--- src/rtl/sargantana_icache_pkg.sv ---
// Shared types for the sargantana instruction cache.
// Request payload layout and default request-pipe depth.
package sargantana_icache_pkg;

  localparam int ICACHE_PIPE_DEPTH = 2;

  localparam int ICACHE_IDX_W = 6;
  localparam int ICACHE_VPN_W = 27;
  localparam int ICACHE_TAG_W = 20;
  localparam int ICACHE_WAY_W = 2;
  localparam int ICACHE_PPN_W = 20;

  typedef struct packed {
    logic                    miss;
    logic                    ptw_v;
    logic                    xcpt;
    logic [ICACHE_PPN_W-1:0] ppn;
  } mmu_tresp_t;

  typedef struct packed {
    logic [ICACHE_IDX_W-1:0] idx;
    logic [ICACHE_VPN_W-1:0] vpn;
    logic [ICACHE_TAG_W-1:0] cline_tag;
    logic [ICACHE_WAY_W-1:0] way_to_replace;
    logic                    cmp_enable;
    logic                    valid_ireq;
    mmu_tresp_t              tresp;
  } icache_req_payload_t;

endpackage

--- src/rtl/sargantana_icache_pipe_slot.sv ---
// One valid/data register of the icache request pipe.
// Ready is combinational: free slot or the next slot moves on.
module sargantana_icache_pipe_slot
  import sargantana_icache_pkg::*;
#(
  parameter int PAYLOAD_W = 64
) (
  input  logic                 clk,
  input  logic                 rst,
  input  logic                 kill,
  input  logic                 src_valid,
  input  logic [PAYLOAD_W-1:0] src_data,
  input  logic                 nxt_ready,
  output logic                 ready,
  output logic                 valid,
  output logic [PAYLOAD_W-1:0] data
);

  assign ready = !valid || nxt_ready;

  // Kill only drops validity; the payload register keeps its value.
  always_ff @(posedge clk) begin
    if (rst) begin
      valid <= 1'b0;
      data  <= '0;
    end else if (kill) begin
      valid <= 1'b0;
    end else if (ready) begin
      valid <= src_valid;
      if (src_valid) data <= src_data;
    end
  end

endmodule

--- src/rtl/sargantana_icache_pipe_stage.sv ---
// Elastic DEPTH-stage request pipe with kill and occupancy.
// Optional stall counter: SARGANTANA_ICACHE_PIPE_PERF_EN.
module sargantana_icache_pipe_stage
  import sargantana_icache_pkg::*;
#(
  parameter  int PAYLOAD_W = 64,
  parameter  int DEPTH     = ICACHE_PIPE_DEPTH,
  localparam int OCC_W     = $clog2(DEPTH + 1)
) (
  input  logic                 clk_i,
  input  logic                 rst_i,
  input  logic                 in_valid_i,
  output logic                 in_ready_o,
  input  logic [PAYLOAD_W-1:0] in_data_i,
  output logic                 out_valid_o,
  input  logic                 out_ready_i,
  output logic [PAYLOAD_W-1:0] out_data_o,
  input  logic                 kill_i,
  output logic [OCC_W-1:0]     occ_o
`ifdef SARGANTANA_ICACHE_PIPE_PERF_EN
  ,
  output logic [31:0]          perf_stall_cnt_o
`endif
);

  if (DEPTH < 1) begin : g_depth_chk
    $error("DEPTH must be at least 1");
  end
  if (PAYLOAD_W < 1) begin : g_width_chk
    $error("PAYLOAD_W must be at least 1");
  end

  // Index k+1 carries the outputs of slot k; index 0 is the input port.
  logic [DEPTH:0]       sv;
  logic [PAYLOAD_W-1:0] sd [DEPTH+1];
  logic [DEPTH:0]       rdy;

  assign sv[0]      = in_valid_i;
  assign sd[0]      = in_data_i;
  assign rdy[DEPTH] = out_ready_i;

  for (genvar k = 0; k < DEPTH; k++) begin : g_slot
    sargantana_icache_pipe_slot #(
      .PAYLOAD_W(PAYLOAD_W)
    ) u_slot (
      .clk      (clk_i),
      .rst      (rst_i),
      .kill     (kill_i),
      .src_valid(sv[k]),
      .src_data (sd[k]),
      .nxt_ready(rdy[k+1]),
      .ready    (rdy[k]),
      .valid    (sv[k+1]),
      .data     (sd[k+1])
    );
  end

  assign in_ready_o  = rdy[0];
  assign out_valid_o = sv[DEPTH] && !kill_i;
  assign out_data_o  = sd[DEPTH];

  always_comb begin
    occ_o = '0;
    for (int k = 1; k <= DEPTH; k++) begin
      occ_o = occ_o + OCC_W'(sv[k]);
    end
  end

`ifdef SARGANTANA_ICACHE_PIPE_PERF_EN
  logic [31:0] perf_cnt;

  always_ff @(posedge clk_i) begin
    if (rst_i) begin
      perf_cnt <= '0;
    end else if (sv[DEPTH] && !out_ready_i && !kill_i
                 && perf_cnt != 32'hFFFF_FFFF) begin
      perf_cnt <= perf_cnt + 32'd1;
    end
  end

  assign perf_stall_cnt_o = perf_cnt;
`endif

endmodule

--- config.mk ---
export PLATFORM = sky130hd
export DESIGN_NAME = sargantana_icache_pipe_stage
export DESIGN_NICKNAME = d
export VERILOG_FILES = /design/src/rtl/sargantana_icache_pkg.sv /design/src/rtl/sargantana_icache_pipe_slot.sv /design/src/rtl/sargantana_icache_pipe_stage.sv
export SDC_FILE = /design/constraint.sdc
export NUM_CORES = 1
export LEC_CHECK = 0
export CAP_MARGIN = 20
export CORE_AREA = 4 4 115 117
export DETAILED_ROUTE_END_ITERATION = 10
export DIE_AREA = 0 0 119 121
export MAX_ROUTING_LAYER = met4
export PLACE_DENSITY = 0.78
export SYNTH_ARGS = -nofsm -noshare
export SYNTH_HDL_FRONTEND = slang
export SYNTH_HIERARCHICAL = 1
export SYNTH_SLANG_ARGS = --single-unit
--- constraint.sdc ---
create_clock -name clk_i -period 3.1 [get_ports clk_i]
set_input_delay 0.93 -clock clk_i [delete_from_list [all_inputs] [get_ports clk_i]]
set_output_delay 0.93 -clock clk_i [all_outputs]
set_load 0.02 [all_outputs]
==> reports/metrics.cfg <==
[floorplan]
die_h_um = 121
pin_count = 137
start_util_pct = 48.2
core_mm2 = 0.0124
die_w_um = 119
dieArea_mm2 = 0.0144
rows = 41

[power]
leakage_nw = 2.75
switching_power_mw = 0.846
cell_internal_pwr_mw = 3.38
seqPwrFrac_pct = 41.4
p_sw_share_pct = 20.0
comb_power_share_pct = 8.0
pwr-share-clk_pct = 50.6
peakVddDrop_v = 0.000320
power.total_mw = 4.22
pwr_density_cell_mw_per_mm2 = 532

[global_route]
grt_max_degree = 146
grt_pass1_vias = 4095
track_usage_pct = 16.9
grt_antenna_before_repair = 0
grt_pass1_wl_mm = 19.1
grt.overflow.total = 0

[timing]
fmax_mhz = 329
rsz0062_at_grt = false
slew_headroom_pct = 65.4
fin_crit_ns = 3.04
hold_viol = 0
drv_slew = 0
whs_ns = 0.468
post-route-period-util_pct = 98.2
skew_ns = 0.00818
worst_pin_slew_ns = 0.519
setup_viol = 0

[setup_path]
worstSetupStartpointType = input pin
crit_type = input pin to primary output
cp_max_fo = 2
worstPathRequired_ns = 2.17
end_kind = primary output
cp.arrival_ns = 2.11

[cts]
cts_htree_levels = 4
root_buffer = clkbuf_16
hold_buffers = 0
cts_tree = done
clkLatencyLatePin_ns = 0.40
cts_sinks = 130
cts_setup_buffers = 0
cts_buffers = 17
cts.clk_slew.worst_paths_ns = 0.05
cts_buffer_depth = 2

[finish]
final_net_count = 759
syn2layout_area_growth_pct = 33.1
mostFrequentLayoutCells = nand2b_1 (256), clkdlybuf4s50_1 (134), dfxtp_1 (130)
drive_gt1_share_pct = 6.41
multiInputGateArea_mm2 = 0.00299
regArea_mm2 = 0.00260
layout_commonest_cell = nand2b_1
fill_cells = 989
stdcell_count = 874
diodes = 0

[yosys]
synth-seq-cells = 130
syn-num-nets = 638
syn_avg_cell_area_um2 = 10.5
synth_cells = 568
synthesis.area_mm2 = 0.00596
yosysSeqAreaShare_pct = 43.7
synth_warnings = 6
synth.distinct_cells = 13

[detailed_routing]
dr.pass1.iters = 5
route.detailed.drc = 0
drt_iter0_markers = 224
via_per_inst = 4.56
wl_mm = 11.6
wl_per_cell_um = 13.3
drtAntennaViolNets = 0
num_vias = 3982

[placement]
portBuffers = 136
gp_congestion = 0.749
hpwlAfterDp_mm = 7.77
dp_cells = 842

[worst_hold_path]
min_path_type = flip-flop to flip-flop

[job]
max_cap_violations = 0

[status]
status = completed

-- final timing paths --
path                                  start                   endpoint  slack, ns  cells past startpoint
setup / recovery                     kill_i                out_valid_o       0.06                      3
hold / removal    g_slot[1].u_slot/data[22]  g_slot[1].u_slot/data[22]       0.47                      2
setup reg to reg     g_slot[1].u_slot/valid  g_slot[0].u_slot/data[36]       1.45                      7
hold reg to reg   g_slot[1].u_slot/data[22]  g_slot[1].u_slot/data[22]       0.47                      2
-- area by class of cell --
| type | count | area share [%] |
|---|---|---|
| Timing Repair Buffer | 144 | 18.5 |
| Sequential cell | 130 | 32.8 |
| Clock inverter | 9 | 1.89 |
| Multi-Input combinational cell | 394 | 37.7 |
| Inverter | 2 | 0.0946 |
| Clock buffer | 23 | 6.28 |
| Tap cell | 172 | 2.71 |
-- critical path: stages --
cell             delay, ns
clkdlybuf4s50_1       0.46
nor2b_4               0.12
clkdlybuf4s50_1       0.60
-- flip-flops by register name, indices dropped and copies added (netlist names) --
| register | cells |
|---|---|
| g_slot.u_slot/valid | 2 |
| g_slot.u_slot/data | 128 |
-- power by group through the flow --
stage	sequential (mW)	combinational (mW)	clock (mW)
after detailed placement	1.78	0.341	0
after global routing	1.75	0.366	2.26
after CTS	1.75	0.342	2.19
after global placement	1.78	0.333	0
after floorplan	1.78	0.218	0
final	1.75	0.337	2.14
-- cell families (layout without fill, tap and decap cells) --
logic type / count (synthesis) / after routing / share of synthesized area, %
buffers and inverters: 44 / 178 / 6.34
adder cells (fa/ha/maj): 1 / 1 / 0.210
flip-flops: 130 / 130 / 43.7
AND/OR/NAND/NOR: 265 / 265 / 28.3
multiplexers: 128 / 128 / 21.5
-- routing by layer --
| metal | track usage [%] | share of wire (%) | vias up |
|---|---|---|---|
| li1 | - | - | 2066 |
| met1 | 19.3 | 44 | 1838 |
| met2 | 28.5 | 52 | 70 |
| met3 | 4.20 | 3.5 | 8 |
| met4 | 6.73 | 0.82 | 0 |
| met5 | - | 0 | - |
-- metrics by stage --
stage               setup WS [ns]  util [%]  setup TNS [ns]  cell area, µm²
floorplan                   0.831         -               0            5960
global placement          -0.0800      58.9         -0.0800            7290
detailed placement        -0.0743      58.9         -0.0743            7290
CTS                        0.0458      64.2               0            7930
global route               0.0360      64.2               0            7930
finish                     0.0573      64.2               0            7930
-- Yosys cell counts --
master	number	area [µm²]
mux2i_1	128	1280
clkbuf_1	26	97.6
nor3_1	2	10.0
nor2_1	2	7.51
buf_2	2	10.0
nand2b_1	256	1600
dfxtp_1	130	2600
buf_6	2	22.5
buf_12	12	240
inv_1	2	7.51
ha_1	1	12.5
nor3b_2	2	25.0
nor2b_4	3	41.3
-- repair_timing --
action / CTS / global route
hold endpoints to repair: 0 / 0
setup endpoints to repair: 1 / 0
resized for setup: 1 / 0
Power figures use the tool's default switching activity.
